==> src/rtl/cen_mean_acc.sv <==
// Multi-channel block accumulator: sums 2^LOG2_N signed samples per channel and
// emits the exact block sum and the round-half-up block mean for each channel.
module cen_mean_acc #(
    parameter int unsigned CH     = 4,
    parameter int unsigned DW     = 26,
    parameter int unsigned LOG2_N = 10,
    localparam int unsigned AW    = DW + LOG2_N
) (
    input  logic                 clk,
    input  logic                 rst,
    input  logic                 start,
    input  logic                 clear,
    input  logic                 in_valid,
    output logic                 in_ready,
    input  logic [CH*DW-1:0]     x_in,
    output logic [CH*AW-1:0]     sum_out,
    output logic [CH*DW-1:0]     mean_out,
    output logic                 out_valid,
    output logic                 busy,
    output logic [LOG2_N-1:0]    cnt
);

    typedef enum logic [1:0] {
        IDLE = 2'd0,
        ACC  = 2'd1,
        MEAN = 2'd2
    } state_t;

    // Rounding offset: half of one LSB of the mean
    localparam logic signed [AW-1:0] HALF = AW'(1) << (LOG2_N - 1);

    state_t               state;
    logic signed [AW-1:0] acc [CH];
    logic                 accept;

    assign accept = in_valid && in_ready;

    always_ff @(posedge clk or posedge rst) begin
        if (rst) begin
            state     <= IDLE;
            cnt       <= '0;
            sum_out   <= '0;
            mean_out  <= '0;
            out_valid <= 1'b0;
            in_ready  <= 1'b0;
            busy      <= 1'b0;
            for (int c = 0; c < int'(CH); c++) acc[c] <= '0;
        end else begin
            out_valid <= 1'b0;
            if (clear) begin
                state    <= IDLE;
                cnt      <= '0;
                in_ready <= 1'b0;
                busy     <= 1'b0;
                for (int c = 0; c < int'(CH); c++) acc[c] <= '0;
            end else begin
                case (state)
                    IDLE: begin
                        if (start) begin
                            state    <= ACC;
                            cnt      <= '0;
                            in_ready <= 1'b1;
                            busy     <= 1'b1;
                            for (int c = 0; c < int'(CH); c++) acc[c] <= '0;
                        end
                    end
                    ACC: begin
                        if (accept) begin
                            for (int c = 0; c < int'(CH); c++)
                                acc[c] <= acc[c] + AW'($signed(x_in[c*DW +: DW]));
                            cnt <= cnt + LOG2_N'(1);
                            // Last sample of the block: cnt wraps to zero here
                            if (cnt == {LOG2_N{1'b1}}) begin
                                state    <= MEAN;
                                in_ready <= 1'b0;
                            end
                        end
                    end
                    MEAN: begin
                        for (int c = 0; c < int'(CH); c++) begin
                            sum_out[c*AW +: AW]  <= acc[c];
                            mean_out[c*DW +: DW] <= DW'((acc[c] + HALF) >>> LOG2_N);
                        end
                        out_valid <= 1'b1;
                        busy      <= 1'b0;
                        state     <= IDLE;
                    end
                    default: begin
                        state    <= IDLE;
                        in_ready <= 1'b0;
                        busy     <= 1'b0;
                    end
                endcase
            end
        end
    end

endmodule

==> config.mk <==
export PLATFORM = sky130hd
export DESIGN_NAME = cen_mean_acc
export DESIGN_NICKNAME = d
export VERILOG_FILES = /design/src/rtl/cen_mean_acc.sv
export SDC_FILE = /design/constraint.sdc
export NUM_CORES = 1
export LEC_CHECK = 0
export CORE_ASPECT_RATIO = 0.7
export CORE_MARGIN = 3
export CORE_UTILIZATION = 40
export CTS_BUF_LIST = sky130_fd_sc_hd__clkbuf_4 sky130_fd_sc_hd__clkbuf_8 sky130_fd_sc_hd__clkbuf_16
export DETAILED_ROUTE_END_ITERATION = 6
export PLACE_DENSITY = 0.69
export SETUP_SLACK_MARGIN = 0.02
export SLEW_MARGIN = 20
export SYNTH_ARGS = -nofsm -noshare
export SYNTH_HDL_FRONTEND = slang
export SYNTH_SLANG_ARGS = --single-unit
==> constraint.sdc <==
create_clock -name clk -period 23.8 [get_ports clk]
set_input_delay 3.57 -clock clk [delete_from_list [all_inputs] [get_ports clk]]
set_output_delay 3.57 -clock clk [all_outputs]
set_load 0.05 [all_outputs]
After elaboration in Yosys (flattened, before gate mapping) --
Index checks and enable logic that the tools add are counted.
Word-level totals: register bits 407, bits of input ports 109, output and inout port bits 261, logic and storage cells 59
Cells by class: add/subtract/negate cells 9, equal/unequal tests 8, mux-type cells 22, bitwise operators 1, reductions and logical operators 8
Operators by type and width (number):
- two-way mux 144 bit | 3
- case mux 144 bit (2 select lines) | 1
- adder 36 x 11 -> 36 bit, second input constant | 4
- adder 36 x 26 -> 36 bit | 4
- two-way mux 10 bit | 3
- case mux 10 bit (2 select lines) | 1
- adder 10 x 1 -> 10 bit, second input constant | 1
- equality test 10 bit, second input constant | 1
- != test 3 bit, second input constant | 3
- two-way mux 2 bit | 4
- two-way mux 1 bit | 7
- AND reduction 3 bit | 2
- != test 2 bit, second input constant | 2
- case mux 2 bit (2 select lines) | 1
- AND reduction 2 bit | 2
- AND reduction 4 bit | 1
- case mux 1 bit (3 select lines) | 1
- nonzero test 3 bit | 1
- equality test 2 x 1 -> 1 bit, second input constant | 1
- equality test 2 bit, second input constant | 1
- logical NOT 2 bit | 1
- case mux 1 bit (2 select lines) | 1
- logical AND 1 bit | 1
- inverter 1 bit | 1

Logic depth before layout (Yosys ltp) --
Gate-level depths: netlist of the first run.
depth in word-level cells 5, mapped depth 14, mapped depth without buffers 14

Worst setup path before layout of the first run --
OpenSTA, ideal clock, no wires.
kind input to register, start point input port x_in[26], end point register acc[106] (netlist bit), setup time 0.129 ns, data arrival time 6.138 ns, data required time 23.671 ns, setup slack 17.533 ns, stages 14, path buffers 0, cell sequence ha_1 -> inv_1 -> fa_1 -> nor2b_1 -> o21a_1 -> o21a_1 -> nor4_1 -> o31ai_1 -> a311o_1 -> and3_1 -> or3_1 -> a311oi_2 -> xor2_1 -> o21ai_1
On the way: longest elaborated chain between the ends 4
RTL lines:
- start: declaration | line 15 | input logic [CH*DW-1:0] x_in,
- adder 36 x 26 -> 36 bit | line 70 | acc[c] <= acc[c] + AW'($signed(x_in[c*DW +: DW]));
- two-way mux 144 bit | line 68 | if (accept) begin
- case mux 144 bit (2 select lines) | line 57 | case (state)
- two-way mux 144 bit | line 50 | if (clear) begin
- end signal: indexed assignment | line 70
- end: declaration | line 33 | logic signed [AW-1:0] acc [CH];
Every way passes these cells. The select of a mux whose other input is x is not followed. A chain may end at the register's enable or synchronous reset.

Worst setup path after layout of the first run --
start point input port x_in[26], end point register acc[104] (netlist bit)
Same word-level chain as after synthesis.

==> results of run 1 <==
==> flip-flops by register name (all words and copies together), names as in the netlist <==
name       cells
acc          144
cnt           10
out_valid      1
state          2
sum_out      144
busy           1
mean_out     104
in_ready       1
==> stage by stage <==
step | setup slack (ps) | cells
2_1_floorplan | 8910 | 2668
3_3_place_gp | 16710 | 3697
3_5_place_dp | 16630 | 3697
4_1_cts | 17230 | 3776
5_1_grt | 16890 | 3776
6_report | 17180 | 3777
==> worst paths after layout <==
check	end	depth (start not counted)	slack, ps
worst max-delay path	acc[104]$_DFFE_PP0P_	15	17180
worst min-delay path	sum_out[93]$_DFFE_PP0P_	2	470
worst max register to register	acc[140]$_DFFE_PP0P_	13	20250
worst min register to register	sum_out[93]$_DFFE_PP0P_	2	470
max in group asynchronous	busy$_DFFE_PP0P_	4	17870
min in group asynchronous	sum_out[53]$_DFFE_PP0P_	2	3580
==> worst reg2reg max path: stages, from the launching register on <==
cell and delay (ps):
dfrtp_1 400, ha_1 220, fa_1 410, a21o_1 180, a21oi_1 210, o21bai_1 170, a21oi_1 320, o31a_1 280
o2111ai_1 210, and2_1 240, a311o_1 300, a31oi_1 200, xor2_1 150, o21ai_0 100
==> metal layers <==
metal,vias up,track usage,wire length (um),share of wire
li1,9858,-,-,-
met1,9816,0.311,31800,0.47
met2,535,0.334,29400,0.44
met3,88,0.0493,4800,0.071
met4,0,0.0528,1300,0.019
met5,-,0,0,0
==> cell usage in the layout, fill, tap and decap left out, types with 74 or more instances in the layout <==
| master | netlist | routed |
|---|---|---|
| a21o_1 | 74 | 74 |
| nand2_1 | 725 | 724 |
| a21oi_1 | 124 | 124 |
| nor2_1 | 99 | 97 |
| xnor2_1 | 104 | 104 |
| ha_1 | 145 | 145 |
| nand3_1 | 75 | 74 |
| dfrtp_1 | 407 | 407 |
| o21ai_0 | 279 | 279 |
| xor2_1 | 122 | 122 |
| clkdlybuf4s50_1 | 0 | 369 |
==> layout make-up <==
class,count,area share
well taps,750,0.0322
multi-input cells,2098,0.429
flip-flops and latches,407,0.350
inverters,60,0.00807
clock buffers,66,0.0458
clock inverters,13,0.00434
diodes,1,0.0000859
repair buffers,382,0.131
==> cells in the mapped netlist (29+ instances only) <==
| master | n | share of area |
|---|---|---|
| nand2_1 | 725 | 0.12 |
| dfrtp_1 | 407 | 0.44 |
| o21ai_0 | 279 | 0.060 |
| ha_1 | 145 | 0.078 |
| a21oi_1 | 124 | 0.027 |
| xor2_1 | 122 | 0.046 |
| xnor2_1 | 104 | 0.039 |
| nor2_1 | 99 | 0.016 |
| clkbuf_1 | 98 | 0.016 |
| nand3_1 | 75 | 0.016 |
| a21o_1 | 74 | 0.024 |
| inv_1 | 60 | 0.0097 |
| nand4_1 | 33 | 0.0089 |
| and3_1 | 29 | 0.0078 |
==> power groups by stage <==
stage	Sequential (uW)	Combinational [uW]	Clock, uW
2_1_floorplan	764	257	0
5_1_grt	772	390	749
3_5_place_dp	778	346	0
4_1_cts	766	349	719
6_report	766	350	701
3_3_place_gp	777	337	0
==> cell families (layout without fill, tap and decap cells) <==
logic type | after synthesis | after routing | synth area share
and+or+nand+nor | 1066 | 1066 | 0.195
AOI/OAI and AO/OA | 654 | 654 | 0.174
DFF | 407 | 407 | 0.438
xor gates and xnor gates | 226 | 226 | 0.0851
buffers and inverters | 163 | 521 | 0.0263
adders and majority gates | 149 | 149 | 0.0814
muxes | 3 | 3 | 0.00129
other | 0 | 1 | 0
==> impl_metrics.yaml, run 1 <==
clocking:
  tritoncts: "built"
  cts_setup_buffers: 0
  number_of_gates_resized_after_cts: 0
  clk_pin_slew_ps: 60
  buffers_from_clock_root_to_sink_at_most: 3
  number_of_buffers_inserted_during_clock_tree_synthesis: 44
  numClockSinks: 407
  clock-root-buffer: "clkbuf_16"
  htree_num_levels: 2
  hold_buffers: 0
  insertion_delay_of_the_later_clocked_pin_in_the_worst_skew_pair_ps: 570
pwr:
  internal_power_uw: 1280
  vdd.ir_drop.worst_v: 0.0000393
  net-switching-power_uw: 540
  power-per-cell-area_nw_per_um2: 62.4
  power_after_layout_uw: 1820
  swShare: 0.297
  sequentialPowerShare: 0.422
  power_frac_comb: 0.192
  clock_network_power_share: 0.386
  leakagePower_uw: 0.0135
cells_and_area:
  final.fill_count: 5252
  layout-drive-gt1-share: 0.0383
  final_nets: 3251
  layout.cell_area.non_filler_um2: 29100
  multi_input_comb_area_um2: 12500
  sequential_cell_area_um2: 10200
  postLayoutCoreUtil: 0.509
  layout-area-overhead-vs-synth_pct: 25.2
setup_path:
  crit-reg2reg-launch: "acc[108]$_DFFE_PP0P_"
  worst_setup_path_startpoint: "x_in[26]"
  crit_slowest_cell: "o31ai_1"
  crit_buf_inv: 2
  cp_top_family: "compound AO/OA/AOI/OAI gates"
  crit_path_frequent_cell: "o21a_1"
  path_max_fanout: 5
  worstSetupEndpointType: "register"
  critical_path.cell_chain: "clkdlybuf4s50_1, ha_1, inv_1, fa_1, nor2b_1, o21a_1, o21a_1, nor4_1, o31ai_1, a311o_1, and3_1, or3_1, a31oi_1, xor2_1, o21ai_0"
  worst_ep_required_time_ps: 24280
  setup.worst_path.start_class: "input pin"
  worst_path_largest_cell_delay_ps: 680
  crit_arrival_ps: 7110
  worstSetupPathType: "input pin to register"
run:
  max_cap_violations: 0
worst_hold_path:
  hold_path_startpoint: "sum_out[93]$_DFFE_PP0P_"
  hold_class: "register to register"
outcome:
  run_status: "completed"
sta:
  tns_ps: 0
  final-max-slew-violation-count: 0
  max_clock_freq_ghz: 0.151
  finalHoldWorstSlack_ps: 472
  finClkSkew_ps: 15.7
  timing.final.crit_share: 0.278
  final-setup-viol-count: 0
  post-route-min-period_ps: 6620
  slew-limit-headroom: 0.371
  finalHoldViolations: 0
  timing_worst_slew_pin_value_ps: 944
  grt_setup_unrepaired: "false"
drt:
  avgRoutedWirePerCell_um: 17.8
  finalWirelength_mm: 67.4
  ratio_of_routed_vias_to_standard_cells: 5.37
  route.antenna.remaining_nets: 0
  via_count: 20297
  drt_iter0_markers: 1108
  route.detailed.drc: 0
  dr.pass1.iters: 5
logic_synthesis:
  mapped_nets: 2926
  synth_sequential_area_ratio: 0.438
  synth.yosys.warnings: 0
  avgSynthCellArea_um2: 8.72
  syn_inst: 2668
  synth_enable_flop_cells: 0
  flip_flop_and_latch_count_after_synthesis: 407
  postSynth.topFlopCell: "dfrtp_1"
  netlist_area_um2: 23300
  async_flop_share: 1.00
  netlist-cell-type-count: 68
placement:
  io_buffers: 369
  dpl_cell_area_um2: 27700
  detailedPlacementHpwl_mm: 48.6
  place.gp.congestion: 0.882
floorplanning:
  placeableCoreArea_um2: 57200
  floorplan.rows: 73
  initial_core_utilization: 0.407
  io_pins: 370
  total_die_area_um2: 61100
  fp.dieH_um: 208
  die_x_um: 294
grt:
  antenna_found_initial: 0
  grt_first_pass_wirelength_mm: 109
  largest_net_degree_at_the_start_of_global_routing: 138
  grt_overflow: 0
  first_global_vias: 20061
  grtUsageTotal: 0.217
(Power assumes the default switching activity.)
==> run 2, diff against run 1 <==
- PLACE_DENSITY: 0.69 -> 0.72
- clock period: 23.8 -> 5.7 ns (I/O delays scaled with it)
==> run 2 against run 1 <==
  * Final area rose by 0.31%
  * Die area did not move
  * Clock-buffer cell count fell by 4
  * Flip-flop and latch count did not move
  * Non-clock buffer count did not move
  * Register-to-register slack got worse by 18000 ps
  * Total power rose to 4.2 times the previous value
  * Sequential share of layout area fell by 0.11 points
  * Largest power group unchanged
==> impl_metrics.yaml, run 2 (synthesis gave the netlist of run 1 again) <==
pwr:
  clock_network_power_share: 0.392
  vdd.ir_drop.worst_v: 0.000153
  internal_power_uw: 5380
  power-per-cell-area_nw_per_um2: 262
  power_after_layout_uw: 7650
  sequentialPowerShare: 0.418
  net-switching-power_uw: 2260
  leakagePower_uw: 0.0135
  power_frac_comb: 0.190
  swShare: 0.296
clocking:
  buffers_from_clock_root_to_sink_at_most: 3
  cts_setup_buffers: 0
  clk_pin_slew_ps: 60
  number_of_buffers_inserted_during_clock_tree_synthesis: 43
  numClockSinks: 407
  htree_num_levels: 2
  clock-root-buffer: "clkbuf_16"
  hold_buffers: 0
  insertion_delay_of_the_later_clocked_pin_in_the_worst_skew_pair_ps: 570
  tritoncts: "built"
  number_of_gates_resized_after_cts: 0
floorplanning:
  floorplan.rows: 73
  total_die_area_um2: 61100
  fp.dieH_um: 208
  placeableCoreArea_um2: 57200
  initial_core_utilization: 0.407
  io_pins: 370
  die_x_um: 294
grt:
  antenna_found_initial: 0
  grt_most_used_layer: "met2"
  grt_overflow: 0
  global_route.usage.met1: 0.311
  first_global_vias: 19184
  largest_net_degree_at_the_start_of_global_routing: 225
  grt_first_pass_wirelength_mm: 106
  globalRouteMet3Util: 0.0455
  use_met2: 0.322
  grtUsageTotal: 0.212
cells_and_area:
  layout-area-overhead-vs-synth_pct: 25.6
  layout-drive-gt1-share: 0.0380
  final.fill_count: 5281
  largest_registers: "acc x144, sum_out x144, mean_out x104"
  mostFrequentLayoutCell: "nand2_1"
  final_nets: 3250
  antenna_cells_inserted: 0
  mostFrequentLayoutCells: "nand2_1, dfrtp_1, clkdlybuf4s50_1, o21ai_0, ha_1"
drt:
  dr.pass1.iters: 5
  ratio_of_routed_vias_to_standard_cells: 5.30
  route.detailed.drc: 0
  finalWirelength_mm: 65.7
  via_count: 20009
  avgRoutedWirePerCell_um: 17.4
  drt_iter0_markers: 1225
  route.antenna.remaining_nets: 0
setup_path:
  crit_arrival_ps: 4350
  crit-reg2reg-launch: "acc[72]$_DFFE_PP0P_"
  worst_setup_path_startpoint: "x_in[26]"
  worst_ep_required_time_ps: 6140
  worstSetupPathType: "input pin to register"
  setup.worst_path.start_class: "input pin"
  path_max_fanout: 5
  worstSetupEndpointType: "register"
sta:
  final-setup-viol-count: 0
  max_clock_freq_ghz: 0.256
  post-route-min-period_ps: 3910
  tns_ps: 0
  slew-limit-headroom: 0.257
  timing.final.crit_share: 0.686
  grt_setup_unrepaired: "false"
  final-max-slew-violation-count: 0
  finClkSkew_ps: 13.5
  timing_worst_slew_pin_value_ps: 1110
  finalHoldViolations: 0
outcome:
  run_status: "completed"
run:
  max_cap_violations: 0
placement:
  io_buffers: 369
  place.gp.congestion: 0.882
  detailedPlacementHpwl_mm: 46.6
worst_hold_path:
  hold_path_startpoint: "mean_out[26]$_DFFE_PP0P_"
  hold_class: "register to register"
-- run 2: cell types whose count changed in the layout (fill, tap and decap cells not counted) --
cell / before / now
buf_4: 12 / 6
inv_6: 1 / 0
clkinvlp_4: 0 / 6
clkinv_2: 8 / 6
inv_8: 1 / 0
bufinv_16: 2 / 4
clkbuf_4: 13 / 12
buf_12: 1 / 7
diode_2: 1 / 0
clkbuf_8: 8 / 5
clkinv_4: 2 / 1
-- run 2: metrics by stage --
| step | setup WS, ps | hold slack, ps | cell area, um^2 | instances | util |
|---|---|---|---|---|---|
| floorplan | -639 | 465 | 23300 | 2668 | - |
| global placement | 1350 | 457 | 27700 | 3697 | 0.485 |
| detailed placement | 1250 | 461 | 27700 | 3697 | 0.485 |
| CTS | 1860 | 477 | 29200 | 3775 | 0.511 |
| global route | 1560 | 490 | 29200 | 3775 | 0.511 |
| finish | 1790 | 470 | 29200 | 3775 | 0.511 |
-- run 2: cell type report --
type | count | area [um^2] | share of cell area
well taps | 750 | 938 | 0.0321
clock buffers | 62 | 1280 | 0.0440
clock inverters | 16 | 196 | 0.00672
flip-flops and latches | 407 | 10200 | 0.349
multi-input cells | 2098 | 12500 | 0.428
repair buffers | 382 | 3880 | 0.133
inverters | 60 | 231 | 0.00792
-- run 2: routing by layer --
layer	vias to the layer above	part of all wire
met2	498	0.43
met5	-	0
li1	9837	-
met3	74	0.065
met1	9600	0.49
met4	0	0.019
-- run 2: critical path, cell delays in order --
cell and delay, ps:
clkdlybuf4s50_1 450, ha_1 290, inv_1 100, fa_1 190
nor2b_1 70, o21a_1 180, o21a_1 200, nor4_1 280
o31ai_1 150, buf_4 180, a311o_1 280, and3_1 150
or3_1 440, a311oi_2 280, xor2_1 170, o21ai_1 70
-- run 2: final timing paths --
check / to / slack (ps) / depth (start not counted)
min in group asynchronous: mean_out[39]$_DFFE_PP0P_ / 800 / 2
worst min-delay path: mean_out[26]$_DFFE_PP0P_ / 470 / 2
max in group asynchronous: sum_out[26]$_DFFE_PP0P_ / 3760 / 3
worst max-delay path: acc[106]$_DFFE_PP0P_ / 1790 / 16
worst min register to register: mean_out[26]$_DFFE_PP0P_ / 470 / 2
worst max register to register: acc[106]$_DFFE_PP0P_ / 2170 / 15
-- run 2: power by group through the flow --
stage                     sequential, uW  clock [uW]  combinational, uW
after CTS                           3200        3060               1450
after detailed placement            3250           0               1440
final                               3200        2990               1450
after global routing                3220        3180               1630
after global placement              3250           0               1430
after floorplan                     3190           0               1070
==> run 3, diff against run 2 <==
- clock period: 5.7 -> 3.5 ns (I/O delays scaled with it)
==> run 3 against run 2 <==
  * Register-to-register slack worse by 2000 ps
  * Largest cell class unchanged
  * Critical path depth is 1 lower
  * Flip-flop and latch count did not move
  * Combinational power grew 86%
  * Cell count up 3.9%
  * Worst setup slack worse by 1600 ps
  * Total power increased by 65%
  * Clock skew is 2.9 ps higher
  * Utilization grew 2.0 points
  * Critical endpoint unchanged
==> impl_metrics.yaml, run 3 (synthesis gave the netlist of run 1 again) <==
cells_and_area:
  mostFrequentLayoutCells: "nand2_1, dfrtp_1, clkdlybuf4s50_1, o21ai_0, buf_4"
  layout-area-overhead-vs-synth_pct: 30.6
  multi_input_comb_area_um2: 12500
  final.fill_count: 5220
  layout-drive-gt1-share: 0.0833
  final_nets: 3399
  sequential_cell_area_um2: 10200
  mostFrequentLayoutCell: "nand2_1"
  largest_registers: "acc x144, sum_out x144, mean_out x104"
grt:
  grtUsageTotal: 0.220
  global_route.usage.met1: 0.325
  grt_most_used_layer: "met2"
  largest_net_degree_at_the_start_of_global_routing: 189
  globalRouteMet3Util: 0.0411
  grt_overflow: 0
  antenna_found_initial: 3
  grt_first_pass_wirelength_mm: 110
  first_global_vias: 20116
  use_met2: 0.334
floorplanning:
  fp.dieH_um: 208
  placeableCoreArea_um2: 57200
  total_die_area_um2: 61100
  die_x_um: 294
  initial_core_utilization: 0.407
  floorplan.rows: 73
  io_pins: 370
pwr:
  leakagePower_uw: 0.0143
  vdd.ir_drop.worst_v: 0.000269
  power-per-cell-area_nw_per_um2: 415
  power_after_layout_uw: 12600
clocking:
  clock-root-buffer: "clkbuf_16"
  number_of_buffers_inserted_during_clock_tree_synthesis: 43
  htree_num_levels: 2
  insertion_delay_of_the_later_clocked_pin_in_the_worst_skew_pair_ps: 570
  buffers_from_clock_root_to_sink_at_most: 3
  numClockSinks: 407
  tritoncts: "built"
  hold_buffers: 0
  clk_pin_slew_ps: 60
sta:
  finClkSkew_ps: 16.4
  final-setup-viol-count: 0
  timing.final.crit_share: 0.941
  timing_worst_slew_pin_value_ps: 904
  grt_setup_unrepaired: "false"
  max_clock_freq_ghz: 0.303
  final-max-slew-violation-count: 0
  slew-limit-headroom: 0.393
  finalHoldViolations: 0
  post-route-min-period_ps: 3290
  finalHoldWorstSlack_ps: 358
setup_path:
  setup.worst_path.start_class: "input pin"
  worst_ep_required_time_ps: 3950
  worstSetupPathType: "input pin to register"
  path_max_fanout: 3
  worstSetupEndpointType: "register"
  crit_arrival_ps: 3750
drt:
  avgRoutedWirePerCell_um: 17.2
  drt_iter0_markers: 1301
  ratio_of_routed_vias_to_standard_cells: 5.23
  via_count: 20514
  finalWirelength_mm: 67.6
  route.antenna.remaining_nets: 0
  dr.pass1.iters: 5
  route.detailed.drc: 0
run:
  max_cap_violations: 0
placement:
  io_buffers: 369
  place.gp.congestion: 0.894
  detailedPlacementHpwl_mm: 49.3
outcome:
  run_status: "completed"
worst_hold_path:
  hold_class: "input pin to asynchronous set/reset pin"
==> run 3: changes by cell type in the layout (fill, tap and decap cells not counted), moves of 2 or more <==
| cell | change |
|---|---|
| clkbuf_16 | -2 |
| clkinvlp_4 | -2 |
| buf_12 | +5 |
| clkbuf_8 | +3 |
| clkbuf_4 | -5 |
| buf_4 | +144 |
| inv_6 | +5 |
==> run 3: timing repair <==
action / in CTS / in global routing
buffers inserted: 0 / 1
setup endpoints to repair: 0 / 6
resized for setup: 0 / 6
==> run 3: metrics by stage <==
step           setup slack, ps  setup TNS (ps)  utilization  area [um^2]  std cells
2_1_floorplan            -2510        -1021030            -        23300       2668
3_3_place_gp              -405           -5090        0.506        28900       3845
3_5_place_dp              -495           -7590        0.506        28900       3845
4_1_cts                    108               0        0.531        30300       3920
5_1_grt                   21.4               0        0.531        30400       3921
6_report                   205               0        0.531        30400       3922
==> run 3: final timing paths <==
path / startpoint / endpoint / slack [ps] / cells after the start
setup / recovery: x_in[26] / acc[106]$_DFFE_PP0P_ / 210 / 15
hold reg to reg: sum_out[6]$_DFFE_PP0P_ / sum_out[6]$_DFFE_PP0P_ / 470 / 2
max in group asynchronous: rst / busy$_DFFE_PP0P_ / 2180 / 4
setup reg to reg: acc[72]$_DFFE_PP0P_ / acc[106]$_DFFE_PP0P_ / 220 / 14
hold / removal: rst / sum_out[61]$_DFFE_PP0P_ / 360 / 2
min in group clk: sum_out[6]$_DFFE_PP0P_ / sum_out[6]$_DFFE_PP0P_ / 470 / 2
==> run 3: layer usage <==
metal | wire length (um) | vias up
met1 | 33200 | 9824
met2 | 29300 | 436
met4 | 1360 | 4
li1 | - | 10159
met3 | 3770 | 91
met5 | 29 | -
==> run 3: critical path, cell delays in order <==
cell and delay, ps:
clkdlybuf4s50_1 440, ha_1 290, inv_1 90, fa_1 170, nor2b_1 60, o21a_1 180
o21a_1 220, nor4_4 200, o31ai_2 140, a311o_1 310, and3_1 150, or3_1 430
a311oi_2 290, xor2_1 180, o21ai_1 70
==> run 3: report_power, final <==
| part | total (uW) | switching [uW] | internal (uW) |
|---|---|---|---|
| Clock | 4720 | 2000 | 2720 |
| Combinational | 2690 | 1440 | 1250 |
| Sequential | 5190 | 299 | 4890 |
==> run 3: cell type report <==
type	instances	share of cell area
Antenna cell	1	0.0000824
Clock buffer	58	0.0408
Clock inverter	17	0.00626
Inverter	60	0.00762
Multi-Input combinational cell	2098	0.413
Sequential cell	407	0.335
Tap cell	750	0.0309
Timing Repair Buffer	531	0.167
